### src/rtl/pool2_stream_ctrl.sv
// rtl/pool2_stream_ctrl.sv - 2x2 max-pool sequencer for a shift line buffer stream
module pool2_stream_ctrl #(
  parameter int FEATURE_MAP_SIZE = 14,
  parameter int DATA_W           = 8
) (
  input  logic              clk,
  input  logic              rst_n,
  input  logic              start,
  input  logic              in_valid,
  output logic              in_ready,
  output logic              buf_en,
  input  logic [DATA_W-1:0] tap1,
  input  logic [DATA_W-1:0] tap2,
  input  logic [DATA_W-1:0] tap3,
  input  logic [DATA_W-1:0] tap4,
  output logic [DATA_W-1:0] pool_data,
  output logic              pool_valid,
  input  logic              pool_ready,
  output logic              busy,
  output logic              frame_done
);

  localparam int POS_W     = (FEATURE_MAP_SIZE > 2) ? $clog2(FEATURE_MAP_SIZE) : 1;
  localparam int OUT_TOTAL = (FEATURE_MAP_SIZE / 2) * (FEATURE_MAP_SIZE / 2);
  localparam int CNT_W     = $clog2(OUT_TOTAL + 1);
  localparam logic [POS_W-1:0] POS_LAST = POS_W'(FEATURE_MAP_SIZE - 1);
  localparam logic [CNT_W-1:0] OUT_LAST = CNT_W'(OUT_TOTAL);

  typedef enum logic [1:0] {IDLE, RUN, FLUSH, DONE} state_t;

  state_t            state;
  logic [POS_W-1:0]  row;
  logic [POS_W-1:0]  col;
  logic [CNT_W-1:0]  out_cnt;
  logic              pend;
  logic              accept;
  logic              win_pix;
  logic              last_pix;
  logic              out_hs;
  logic [DATA_W-1:0] max_a;
  logic [DATA_W-1:0] max_b;
  logic [DATA_W-1:0] max_all;

  // Stall input while taps are being sampled or an output is stuck downstream.
  assign in_ready = (state == RUN) && !pend && !(pool_valid && !pool_ready);
  assign buf_en   = in_valid & in_ready;
  assign accept   = buf_en;
  assign win_pix  = row[0] & col[0];
  assign last_pix = (row == POS_LAST) && (col == POS_LAST);
  assign out_hs   = pool_valid & pool_ready;

  assign max_a   = (tap1 > tap2) ? tap1 : tap2;
  assign max_b   = (tap3 > tap4) ? tap3 : tap4;
  assign max_all = (max_a > max_b) ? max_a : max_b;

  always_ff @(posedge clk or negedge rst_n) begin
    if (!rst_n) begin
      state      <= IDLE;
      row        <= '0;
      col        <= '0;
      out_cnt    <= '0;
      pend       <= 1'b0;
      pool_data  <= '0;
      pool_valid <= 1'b0;
      busy       <= 1'b0;
      frame_done <= 1'b0;
    end else begin
      pend       <= accept && win_pix;
      frame_done <= 1'b0;

      // A fresh load takes priority over retiring the current output.
      if (pend) begin
        pool_data  <= max_all;
        pool_valid <= 1'b1;
        out_cnt    <= out_cnt + CNT_W'(1);
      end else if (out_hs) begin
        pool_valid <= 1'b0;
      end

      case (state)
        IDLE: begin
          if (start) begin
            state   <= RUN;
            busy    <= 1'b1;
            row     <= '0;
            col     <= '0;
            out_cnt <= '0;
          end
        end
        RUN: begin
          if (accept) begin
            if (col == POS_LAST) begin
              col <= '0;
              row <= last_pix ? '0 : row + POS_W'(1);
            end else begin
              col <= col + POS_W'(1);
            end
            if (last_pix) state <= FLUSH;
          end
        end
        FLUSH: begin
          if (!pend && out_hs && (out_cnt == OUT_LAST)) begin
            state      <= DONE;
            busy       <= 1'b0;
            frame_done <= 1'b1;
          end
        end
        DONE: state <= IDLE;
        default: state <= IDLE;
      endcase
    end
  end

endmodule
### config.mk
export PLATFORM = sky130hd
export DESIGN_NAME = pool2_stream_ctrl
export DESIGN_NICKNAME = d
export VERILOG_FILES = /design/src/rtl/pool2_stream_ctrl.sv
export SDC_FILE = /design/constraint.sdc
export NUM_CORES = 1
export LEC_CHECK = 0
export CAP_MARGIN = 20
export CORE_UTILIZATION = 55
export DETAILED_ROUTE_END_ITERATION = 10
export PLACE_DENSITY = 0.9
export RECOVER_POWER = 50
export SKIP_CTS_REPAIR_TIMING = 1
export SLEW_MARGIN = 20
export SYNTH_ARGS = -nofsm -noshare
export SYNTH_HDL_FRONTEND = slang
export SYNTH_SLANG_ARGS = --single-unit
### constraint.sdc
create_clock -name clk -period 2.9 [get_ports clk]
set_input_delay 0.435 -clock clk [delete_from_list [all_inputs] [get_ports clk]]
set_output_delay 0.435 -clock clk [all_outputs]
set_load 0.01 [all_outputs]
==> results of run 1 <==
## registers in the layout, indices dropped and copies added, names as in the netlist
signal      flops
col             4
busy            1
pool_data       8
state           2
frame_done      1
out_cnt         6
row             4
pool_valid      1
pend            1
## synthesized netlist by cell type (2+ instances only)
cell	count
a211oi_1	3
inv_1	31
dfrtp_1	28
nand2b_1	10
nor2_1	12
mux2i_1	16
nand2_1	13
or3_1	2
nor3_1	3
o31ai_1	2
nor2b_1	5
o221ai_1	8
nand3_1	4
clkbuf_1	2
o21ai_1	6
xor2_1	3
o211ai_1	4
o21ai_0	6
ha_1	33
nand4b_1	2
nand4_1	8
a21oi_1	12
## logic make-up (layout without fill, tap and decap cells)
| group | count (synthesis) | in the layout | share of synthesized area [%] |
|---|---|---|---|
| compound gates | 48 | 48 | 15.9 |
| xor+xnor | 4 | 4 | 1.60 |
| fa+ha+maj | 33 | 33 | 18.9 |
| buf+inv | 34 | 126 | 6.17 |
| flops | 28 | 28 | 32.0 |
| mux | 18 | 18 | 8.51 |
| simple gates | 67 | 67 | 17.0 |
## worst max-delay path, cell delays in order
cell	delay (ns)
clkbuf_2	0.11
inv_1	0.05
ha_1	0.31
o21ai_0	0.27
nor2_1	0.14
o31ai_4	0.30
buf_6	0.17
mux2i_1	0.32
inv_1	0.13
ha_1	0.37
a21oi_2	0.20
a21oi_2	0.10
o31ai_2	0.30
nand2_4	0.18
o221ai_2	0.25
## stage by stage
step	hold WS (ns)	setup slack [ns]	total power, W
2_1_floorplan	0.139	-0.274	0.00122
3_3_place_gp	0.480	-0.760	0.00160
3_5_place_dp	0.501	-0.986	0.00167
4_1_cts	0.515	-0.804	0.00200
5_1_grt	0.546	-0.742	0.00231
6_report	0.550	-0.557	0.00222
## path summary, 6_finish.rpt
kind,from,endpoint,cells past startpoint
setup / recovery,tap2[6],pool_data[7],15
hold / removal,col[2],col[2],1
hold reg to reg,col[2],col[2],1
min in group asynchronous,rst_n,col[2],2
setup reg to reg,state[1],row[3],7
max in group asynchronous,rst_n,out_cnt[1],2
## area by class of cell
| class | count | area share (%) |
|---|---|---|
| clock inverter | 1 | 0.860 |
| tap | 48 | 1.72 |
| inverter | 31 | 3.48 |
| multi-input combinational | 170 | 47.7 |
| clock buffer | 3 | 1.18 |
| sequential | 28 | 20.1 |
| timing repair buffer | 91 | 25.0 |
## power breakdown
group | leakage [nW] | total (W) | internal [W] | switching (W)
Combinational | 1.39 | 0.00121 | 0.000582 | 0.000628
Clock | 0.0357 | 0.000318 | 0.000185 | 0.000133
Sequential | 0.354 | 0.000693 | 0.000537 | 0.000156
## routing by layer
| metal | wire length [um] | vias up | GRT usage (%) |
|---|---|---|---|
| met3 | 767 | 85 | 4.69 |
| met1 | 2960 | 1173 | 36.3 |
| met2 | 4640 | 179 | 56.8 |
| li1 | - | 1013 | - |
| met4 | 788 | 0 | 18.8 |
| met5 | 0 | - | 0 |
## cells in the final DEF (no fill, tap or decap), types with 2 or more instances in the layout
cell type,netlist,final
a211oi_2,0,2
a21oi_1,12,6
a21oi_2,1,7
buf_4,0,38
buf_6,1,4
clkbuf_2,0,2
clkbuf_8,0,3
clkdlybuf4s50_1,0,18
dfrtp_1,28,28
dlygate4sd3_1,0,2
dlymetal6s2s_1,0,25
ha_1,33,22
ha_4,0,10
inv_1,31,25
inv_2,0,5
mux2i_1,16,5
mux2i_2,0,7
mux2i_4,0,4
nand2_1,13,12
nand2b_1,10,10
nand3_1,4,4
nand4_1,8,8
nand4b_1,2,2
nor2_1,12,11
nor2b_1,5,4
nor3_1,3,3
o211ai_1,4,4
o21ai_0,6,6
o21ai_1,6,6
o221ai_2,0,8
or3_1,2,2
xor2_1,3,3
==> run metrics, run 1 <==
status complete, but fails checks; failing checks max-capacitance violations, max-slew violations, negative setup slack; Fin. Hold Viols 0; total number of vias around 2500; PD cells roughly 640 nW/um2; dpl hpwl between 4000 and 5000 um; number of diodes 0; WP data arrival between 3 and 4 ns; CTS Buf Count 3; hold crit path type register to register; clk root buf clkbuf_8; footprint of the multi-input gates 1670 um2; actual slew at the worst max-slew pin approximately 1.5 ns; fmax ~290 MHz; Final setup viols 8; Setup TNS -4.05 ns; Syn Nets 302; max_cap viols 1; clock buffer depth 2; Syn Area/Cell around 9.4 um2; first-pass GRT wire length approximately 10000 um; initial core utilization between 50 and 60%; WP data required 3.10 ns; DP Area around 3100 um2; die extent in x 65.1 um; Yosys top cell area share between 30% and 40%; initial antenna violation count 0; register-to-register setup slack 0.67 ns; Final nets approximately 400; Synth cell types 41; final std cells w/o fill 372; WS Path Type primary input to register; Die Y around 65 um; Port-buffer cells approximately 50; asr flop ratio synth 100%; total grt overflow 0; GR Util All Layers between 30% and 40%; minimum clock period ~3.5 ns; gpl congestion approximately 0.8; Slew Viols, Final 29; CP Max Fanout 8; post-synthesis cell area 2190 um2; area leader, netlist dfrtp_1; Slew headroom -1.21%; setup ws final -0.557 ns; post-synthesis sequential area ratio 32.0%; pin count of the biggest net entering global routing 29; routed wire length between 9000 and 10000 um; ranking of synthesized cells by area dfrtp_1, ha_1, mux2i_1; Fillers roughly 130; total of warnings raised by yosys 0; Post-Syn Instances 232; core area between 3000 and 4000 um2; Clock Skew 0.00563 ns; number of synthesized flops with an enable pin 0; CP endpoint kind register; Worst-Skew Late Latency between 0.2 and 0.3 ns; final design utilization about 93%; average wire per standard cell 24.6 um; Area growth syn-to-layout 59.4%; H-tree depth 1; I/O Pins 50; fraction of layout cells with a size suffix above 1 33.6%; static leakage about 1.8 nW; drt drc 0; CTS tree yes; row count 22; worst vdd ir 0.506 mV; CTS sink cnt 28; Worst-path clk slew about 0.1 ns; vias in the first global route 2294; DRT antenna net count 0; Yosys reg bits 28; fin crit share 119%; Die ar. roughly 4200 um2; DR iter-0 viols 230; RSZ-0062 raised after global routing yes; via density per instance approximately 6.6; CP Launch Type primary input; Final Cell Area approximately 3500 um2; DP Cell Count 367; Top FF cell, synth dfrtp_1; Reg area roughly 700 um2; DR pass1 iterations 4
Power figures use the tool's default switching activity.
==> run 2, diff against run 1 <==
- CORE_MARGIN: unset -> 4
==> run 2 against run 1 <==
  * The run still ends with max-capacitance violations, max-slew violations, negative setup slack left
  * Sequential share of layout area is 0.53 points lower
  * Wire length is 3.3% higher
  * Non-clock buffer count is 1 lower
  * Critical path depth is 1 lower
  * Clock power is 3% lower
  * Critical path type unchanged
  * Critical endpoint is now pool_data[6]
  * Highest routed layer unchanged
==> run metrics, run 2 (same netlist as run 1, synthesis figures left out) <==
status complete, but fails checks; failing checks max-capacitance violations, max-slew violations, negative setup slack; number of diodes 0; CP Max Fanout 8; max_cap viols 1; fmax around 280 MHz; CP Launch Type primary input; DRT antenna net count 0; drt drc 0; Fin. Hold Viols 0; total grt overflow 0; clock buffer depth 2; CTS Buf Count 3; routed wire length ~9500 um; Die ar. 5050 um2; gpl congestion 0.889; Fillers 91; Slew Viols, Final 29; worst vdd ir 0.663 mV; average wire per standard cell 25.5 um; total number of vias approximately 2500; GR Util All Layers 25.5%; PD cells ~630 nW/um2; initial antenna violation count 0; DR pass1 iterations 5; first-pass GRT wire length a little over 10000 um; Critical R2R Launch state[1]; fin crit share 123%; Slew headroom -0.555%; min-delay src pool_data[5]; core area 3740 um2; dpl hpwl 4800 um; I/O Pins 50; DR iter-0 viols 167; Worst-path clk slew approximately 0.090 ns; static leakage around 1.8 nW; commonest non-fill, non-tap cell in the layout buf_4; Final setup viols 8; die extent in x slightly above 70 um; Critical Path Start tap4[7]; register name with the most flops pool_data; H-tree depth 1; minimum clock period roughly 3.6 ns; hold crit path type register to register; max reg flops 8; actual slew at the worst max-slew pin approximately 1.5 ns; CP endpoint kind register; CTS tree yes; CTS sink cnt 28; pin count of the biggest net entering global routing 29; final total power around 0.0023 W; WS Path Type primary input to register; initial core utilization 58.5%; Area growth syn-to-layout 63.7%; vias in the first global route 2245; fraction of layout cells with a size suffix above 1 between 30% and 40%; largest registers pool_data x8, out_cnt x6; row count 22; pre-CTS worst setup slack -0.939 ns; WP data required a little over 3 ns; Die Y roughly 70 um; Clock Skew about 0.0097 ns; RSZ-0062 raised after global routing yes; clk root buf clkbuf_8; Port-buffer cells about 50; setup ws final -0.667 ns; via density per instance 6.63; most frequent cells in the layout buf_4, dlymetal6s2s_1, dfrtp_1; Final nets between 300 and 400; WHS 0.536 ns; Worst-Skew Late Latency between 0.2 and 0.3 ns; WP data arrival ~3.8 ns
run 2: changes by cell type in the layout (fill, tap and decap cells not counted), sizes merged:
cell,change
clkbuf,-1
buf,-1
dlymetal6s2s,+4
clkdlybuf4s50,-3
run 2: where the power goes:
part | total (W) | switching [W] | leakage, nW | internal, W
sequential | 0.000701 | 0.000163 | 0.354 | 0.000537
combinational | 0.00125 | 0.000650 | 1.41 | 0.000602
clock | 0.000309 | 0.000124 | 0.0357 | 0.000185
total | 0.00226 | 0.000937 | 1.80 | 0.00132
run 2: worst paths after layout:
kind | to | slack (ns) | cells after the start
hold reg to reg | pool_data[5] | 0.54 | 2
min in group asynchronous | col[1] | 1.03 | 2
max in group asynchronous | out_cnt[0] | 0.98 | 2
setup reg to reg | row[3] | 0.66 | 7
setup / recovery | pool_data[6] | -0.67 | 14
hold / removal | pool_data[5] | 0.54 | 2
run 2: area by class of cell:
| type | instances | area [um2] | area share (%) |
|---|---|---|---|
| multi-input cells | 170 | 1740 | 48.7 |
| repair buffers | 90 | 887 | 24.7 |
| flip-flops and latches | 28 | 701 | 19.5 |
| inverters | 31 | 121 | 3.39 |
| well taps | 48 | 60.1 | 1.68 |
| clock buffers | 3 | 41.3 | 1.15 |
| clock inverters | 1 | 30.0 | 0.838 |
run 2: stage by stage:
step | std cells | TNS [ns] | utilization (%) | area (um2)
4_1_cts | 370 | -5.60 | 83.7 | 3130
3_5_place_dp | 366 | -7.39 | 81.8 | 3060
6_report | 371 | -5.06 | 95.8 | 3580
2_1_floorplan | 232 | -2.19 | - | 2230
3_3_place_gp | 366 | -6.31 | 81.8 | 3060
5_1_grt | 371 | -5.10 | 95.8 | 3580
run 2: per-layer routing:
layer | track usage, % | wire [um] | share of wire [%]
met2 | 46.9 | 4900 | 52
met5 | 0 | 0 | 0
met4 | 8.35 | 763 | 8.1
met3 | 4.40 | 644 | 6.8
met1 | 29.7 | 3160 | 33
run 2: worst max-delay path, cell delays in order:
cell	delay [ns]
dlymetal6s2s_1	0.19
inv_1	0.09
ha_1	0.34
a21oi_1	0.27
o21ai_1	0.18
o22ai_2	0.22
buf_6	0.16
mux2i_2	0.47
ha_4	0.29
a211oi_2	0.19
nor2_1	0.12
o31ai_2	0.29
nand2_2	0.24
o221ai_2	0.26
==> run 3, diff against run 2 <==
- GPL_ROUTABILITY_DRIVEN: unset -> 0
==> results of run 3 <==
Same layout as run 2: the final DEF is identical, and so are final timing and power.
